**src/rtl/nmr_sched_pkg.sv**
```systemverilog
// Shared types for the timestamp event scheduler: FSM states and the default queued entry layout.
package nmr_sched_pkg;

   localparam int SCHED_TS_W  = 64;
   localparam int SCHED_OUT_W = 16;

   typedef enum logic [1:0] {
      ST_IDLE = 2'd0,
      ST_RUN  = 2'd1,
      ST_DONE = 2'd2
   } sched_state_e;

   typedef struct packed {
      logic [SCHED_TS_W-1:0]  fire_time;
      logic [SCHED_OUT_W-1:0] word;
   } sched_entry_t;

endpackage

```
**src/rtl/sched_fifo.sv**
```systemverilog
// DEPTH-entry queue with wrap-bit pointers; head is read combinationally, push/pop/flush take effect at the edge.
// The caller must not push when full; flush empties the queue and wins over push and pop.
module sched_fifo
   import nmr_sched_pkg::*;
#(
   parameter int  DEPTH = 8,
   parameter type T     = sched_entry_t
) (
   input  logic                   clk,
   input  logic                   reset_n,
   input  logic                   push,
   input  T                       din,
   input  logic                   pop,
   input  logic                   flush,
   output T                       head,
   output logic                   full,
   output logic                   empty,
   output logic [$clog2(DEPTH):0] count
);

   localparam int AW = $clog2(DEPTH);

   T            mem_q [DEPTH];
   logic [AW:0] wr_ptr_q, wr_ptr_d;
   logic [AW:0] rd_ptr_q, rd_ptr_d;

   always_comb begin
      wr_ptr_d = wr_ptr_q + {{AW{1'b0}}, push};
      rd_ptr_d = rd_ptr_q + {{AW{1'b0}}, pop};
      if (flush) begin
         wr_ptr_d = '0;
         rd_ptr_d = '0;
      end
   end

   always_ff @(posedge clk or negedge reset_n) begin
      if (!reset_n) begin
         wr_ptr_q <= '0;
         rd_ptr_q <= '0;
      end else begin
         wr_ptr_q <= wr_ptr_d;
         rd_ptr_q <= rd_ptr_d;
      end
   end

   always_ff @(posedge clk) begin
      if (push && !flush) begin
         mem_q[wr_ptr_q[AW-1:0]] <= din;
      end
   end

   // Equal index with differing wrap bit means the writer has lapped the reader.
   assign head  = mem_q[rd_ptr_q[AW-1:0]];
   assign empty = (wr_ptr_q == rd_ptr_q);
   assign full  = (wr_ptr_q[AW] != rd_ptr_q[AW]) && (wr_ptr_q[AW-1:0] == rd_ptr_q[AW-1:0]);
   assign count = wr_ptr_q - rd_ptr_q;

endmodule

```
**src/rtl/ns_event_scheduler.sv**
```systemverilog
// Fires queued words onto the pulse bus 2 edges after time_elaps reaches their fire time; wr_ready drops when full.
// Defining SCHED_LATE_CHECK_EN builds the sticky late_err check; otherwise late_err is tied low.
module ns_event_scheduler
   import nmr_sched_pkg::*;
#(
   parameter int DEPTH    = 8,
   parameter int OUT_W    = 16,
   parameter int TS_W     = SCHED_TS_W,
   parameter int LATE_TOL = 10
) (
   input  logic                       clk,
   input  logic                       reset_n,
   input  logic [TS_W-1:0]            time_elaps,
   input  logic                       wr_valid,
   output logic                       wr_ready,
   input  logic [TS_W-1:0]            wr_time,
   input  logic [OUT_W-1:0]           wr_word,
   input  logic                       arm,
   input  logic                       abort,
   output logic [OUT_W-1:0]           out_word,
   output logic                       out_strobe,
   output logic                       busy,
   output logic                       done,
   output logic                       late_err,
   output logic [$clog2(DEPTH+1)-1:0] count
);

   localparam int CW = $clog2(DEPTH) + 1;

   typedef struct packed {
      logic [TS_W-1:0]  fire_time;
      logic [OUT_W-1:0] word;
   } entry_t;

   sched_state_e     state_q, state_d;
   logic             due_q, due_d;
   logic [OUT_W-1:0] out_word_q, out_word_d;
   logic             out_strobe_q, out_strobe_d;
   logic             push, pop, full, empty;
   logic [CW-1:0]    fifo_count;
   entry_t           wr_entry, head;

   assign wr_entry = '{fire_time: wr_time, word: wr_word};
   assign push     = wr_valid && !full && !abort;

   sched_fifo #(
      .DEPTH (DEPTH),
      .T     (entry_t)
   ) u_fifo (
      .clk     (clk),
      .reset_n (reset_n),
      .push    (push),
      .din     (wr_entry),
      .pop     (pop),
      .flush   (abort),
      .head    (head),
      .full    (full),
      .empty   (empty),
      .count   (fifo_count)
   );

   // due_q stays low on a fire edge so a freshly exposed head is compared a cycle later.
   always_comb begin
      state_d      = state_q;
      due_d        = 1'b0;
      out_word_d   = out_word_q;
      out_strobe_d = 1'b0;
      pop          = 1'b0;
      if (abort) begin
         state_d = ST_IDLE;
      end else begin
         case (state_q)
            ST_RUN: begin
               if (due_q) begin
                  out_word_d   = head.word;
                  out_strobe_d = 1'b1;
                  pop          = 1'b1;
                  if ((fifo_count == CW'(1)) && !push) begin
                     state_d = ST_DONE;
                  end
               end else begin
                  due_d = !empty && (time_elaps >= head.fire_time);
               end
            end
            default: begin
               if (arm) begin
                  state_d = empty ? ST_DONE : ST_RUN;
               end
            end
         endcase
      end
   end

   always_ff @(posedge clk or negedge reset_n) begin
      if (!reset_n) begin
         state_q      <= ST_IDLE;
         due_q        <= 1'b0;
         out_word_q   <= '0;
         out_strobe_q <= 1'b0;
      end else begin
         state_q      <= state_d;
         due_q        <= due_d;
         out_word_q   <= out_word_d;
         out_strobe_q <= out_strobe_d;
      end
   end

`ifdef SCHED_LATE_CHECK_EN
   logic            late_q, late_d, arm_ok;
   logic [TS_W-1:0] lateness;

   always_comb begin
      arm_ok   = arm && !abort && (state_q != ST_RUN);
      lateness = time_elaps - head.fire_time;
      late_d   = late_q;
      if (arm_ok) begin
         late_d = 1'b0;
      end
      if (pop && (lateness > TS_W'(LATE_TOL))) begin
         late_d = 1'b1;
      end
   end

   always_ff @(posedge clk or negedge reset_n) begin
      if (!reset_n) begin
         late_q <= 1'b0;
      end else begin
         late_q <= late_d;
      end
   end

   assign late_err = late_q;
`else
   assign late_err = 1'b0;
`endif

   assign wr_ready   = !full;
   assign out_word   = out_word_q;
   assign out_strobe = out_strobe_q;
   assign busy       = (state_q == ST_RUN);
   assign done       = (state_q == ST_DONE);
   assign count      = fifo_count;

endmodule

```
**config.mk**
```make
export PLATFORM = sky130hd
export DESIGN_NAME = ns_event_scheduler
export DESIGN_NICKNAME = d
export VERILOG_FILES = /design/src/rtl/nmr_sched_pkg.sv /design/src/rtl/sched_fifo.sv /design/src/rtl/ns_event_scheduler.sv
export SDC_FILE = /design/constraint.sdc
export NUM_CORES = 1
export LEC_CHECK = 0
export BUFFER_PORTS_ARGS = -buffer_cell sky130_fd_sc_hd__buf_2
export CORE_UTILIZATION = 39
export DETAILED_ROUTE_END_ITERATION = 7
export GPL_ROUTABILITY_DRIVEN = 0
export MAX_ROUTING_LAYER = met4
export PLACE_DENSITY = 0.57
export SETUP_SLACK_MARGIN = 0.2
export SLEW_MARGIN = 40
export SYNTH_ARGS = -nofsm -noshare
export SYNTH_HDL_FRONTEND = slang
export SYNTH_SLANG_ARGS = --single-unit
```
**constraint.sdc**
```tcl
create_clock -name clk -period 13.5 [get_ports clk]
set_clock_uncertainty 0.1 [all_clocks]
set_input_delay 2.025 -clock clk [delete_from_list [all_inputs] [get_ports clk]]
set_output_delay 2.025 -clock clk [all_outputs]
set_load 0.02 [all_outputs]
```
==> metrics.md <==
| Metric | Value |
|---|---|
| Status | `finished clean` |
| Clock sinks | `668` |
| Final period util | `0.355` |
| Comb power frac | `0.034` |
| Initial Utilization | `0.394` |
| Synth Register Bits | `668` |
| Clk pwr share | `0.439` |
| Seq/Total Area, Yosys | `0.751` |
| WP data arrival | `2660 ps` |
| Max Cap Violations | `0` |
| Largest net degree at the start of global routing | `137` |
| CTS tree | `built` |
| Buffers on Ports | `172` |
| Worst hold-check path type | `reg -> reg` |
| Post-route ant nets | `0` |
| DIE HEIGHT | `263 µm` |
| Worst IR drop on VDD | `0.0000871 V` |
| Setup tns final | `0 ps` |
| Placement Setup Slack | `8320 ps` |
| Synth unique cells | `49` |
| Async set-reset flop share out of synthesis | `0.0419` |
| Slew at the pin closest to its max-slew limit | `825 ps` |
| Skew-Pair Late Insertion Delay | `620 ps` |
| Cell count after placement | `2,259` |
| Internal | `3.48 mW` |
| Post-CTS Hold Buffers | `0` |
| Slew Viols, Final | `0` |
| Crit path kind | `reg -> out` |
| Vias/cell | `5.33` |
| Io pins | `174` |
| RSZ-0062 raised after global routing | `no` |
| Pre-Repair DR Iteration Count | `4` |
| CTS max path bufs | `3` |
| Max Fanout on Critical Path | `28` |
| Total CTS buffers | `71` |
| Switching Power | `0.895 mW` |
| Top area cells in the synthesized netlist | `edfxtp_1 (72%), mux4_2 (14%), ha_1 (3.3%)` |
| Hold Vio Cnt, Final | `0` |
| Post-Layout Cell Count | `2,404` |
| Die W | `263 µm` |
| Clk pin slew, worst setup/hold paths | `60 ps` |
| Worst setup SP type | `flop` |
| Post-Syn Nets | `1,462` |
| Final setup vio count | `0` |
| Fmax | `0.209 GHz` |
| Worst path slowest cell | `inv_4` |
| YS warnings | `0` |
| Syn avg cell area | `21.4 µm²` |
| Pwr/cell area | `141 nW/µm²` |
| Total track usage | `0.183` |
| Top_reg_cell synth | `edfxtp_1` |
| CP Cell Sequence | `buf_4 > inv_4 > ha_1 > a21oi_1 > xor2_1 > buf_2` |
| DRT Wirelength | `60,400 µm` |
| Post-synth EDFFs | `640` |
| Final WS setup | `8710 ps` |
| Setup crit end kind | `output pin` |
| Core area | `67,300 µm²` |
| Die area | `69,100 µm²` |
| Postcts setup bufs | `0` |
| Post-synth top cells | `edfxtp_1 (640), mux4_2 (160), ha_1 (71), mux2i_1 (63), nand2_1 (60)` |
| Detailed placer's ending HPWL | `35,500 µm` |
| Most frequent cell after synthesis | `edfxtp_1` |
| Top-area cell type share of the netlist area | `0.725` |
| Fin crit period | `4790 ps` |
| GRT overflow | `0` |
| Worst Path Required | `11,380 ps` |
| CTS resizes | `0` |
| Initial drt markers | `992` |
| Vias in the first global route | `13,393` |
| Switching part of the total | `0.205` |
| Peak per-stage delay on the critical path | `450 ps` |
| Layout cell share with drive strength beyond 1 | `0.314` |
| DRC errors left | `0` |
| Largest area contributor in the netlist | `edfxtp_1` |
| Final hold slack | `442 ps` |
| Slew HR | `0.450` |
| WL/cell | `25.1 µm` |
| Antenna violations before repair | `16` |
| Post-Synthesis Cells | `1,241` |
| Synthesis-to-finish area growth | `16.7%` |
| Rows | `95` |
| Clk root buf | `clkbuf_16` |
| Vias | `12,809` |
| H-tree depth | `3` |
| LEAKAGE | `10.6 nW` |
| Global-route wire length before repair | `89,100 µm` |
| Final net count | `1,685` |
| Flop pwr share | `0.527` |
| Synthesized cell area | `26,500 µm²` |
-- state kept, by name, summed over array words and instances (netlist names) --
signal           flops
u_fifo.mem_q       640
u_fifo.wr_ptr_q      4
out_word            16
out_strobe           1
due_q                1
state_q              2
u_fifo.rd_ptr_q      4
-- worst max-delay path: cells and delay by family (launching register included) --
kind / cells / cell delay (ps)
flip-flops: 1 / 360
buffers and inverters: 3 / 890
XOR/XNOR: 1 / 230
AO/OA/AOI/OAI: 1 / 170
adder cells (fa/ha/maj): 1 / 360
-- logic make-up after synthesis --
group / count (synthesis) / share of synthesized area
muxes: 225 / 0.160
and+or+nand+nor: 141 / 0.0240
buffers and inverters: 60 / 0.0115
AOI/OAI and AO/OA: 67 / 0.0160
xor gates and xnor gates: 7 / 0.00260
DFF: 668 / 0.751
other: 1 / 0.000141
adders and majority gates: 72 / 0.0343
-- cell usage in the layout (no fill, tap or decap), drive strengths merged, types with 9 or more instances in the layout --
master,Yosys,routed
inv,8,11
a21oi,25,25
ha,71,71
clkbuf,17,99
nand3,11,11
diode,0,9
mux2i,63,63
a31oi,17,17
clkinv,0,19
edfxtp,640,640
nand2,60,60
dfrtp,28,28
nor2,39,39
mux4,160,160
buf,35,202
-- final cells by class --
type	instances	area [µm²]
fill	5654	36300
clock buffer	99	1930
clock inverter	32	365
timing repair buffer	202	1200
multi-input combinational	513	6370
tap	873	1090
inverter	8	32.5
sequential	668	19900
antenna	9	22.5
-- worst paths after layout --
path / from / endpoint / slack, ps / cells after the start
min reg2reg: state_q[0] / state_q[0] / 440 / 1
max: u_fifo.rd_ptr_q[2] / count[3] / 8710 / 6
max reg2reg: u_fifo.rd_ptr_q[2] / u_fifo.mem_q[5][57] / 9120 / 10
max in group asynchronous: reset_n / u_fifo.rd_ptr_q[0] / 11650 / 1
min: state_q[0] / state_q[0] / 440 / 1
min in group asynchronous: reset_n / out_word[4] / 1270 / 1
-- power by group through the flow --
stage	combinational, mW	clock [mW]	sequential (mW)
after floorplan	0.0620	0	2.35
after global placement	0.146	0	2.35
after CTS	0.151	1.97	2.30
after detailed placement	0.150	0	2.35
final	0.148	1.92	2.30
after global routing	0.165	2.05	2.30
-- through the flow --
stage | instance area (µm²) | util | power [mW]
6_report | 30900 | 0.460 | 4.37
5_1_grt | 30900 | 0.460 | 4.51
4_1_cts | 30800 | 0.458 | 4.42
3_5_place_dp | 28500 | 0.423 | 2.50
3_3_place_gp | 28500 | 0.423 | 2.49
2_1_floorplan | 26500 | - | 2.41
-- layer usage --
layer,track usage,routed length [µm],up-vias
li1,-,-,5623
met1,0.246,26700,6771
met2,0.282,28900,328
met3,0.0352,3390,87
met4,0.0556,1400,0
met5,-,0,-
(Power assumes the default switching activity.)
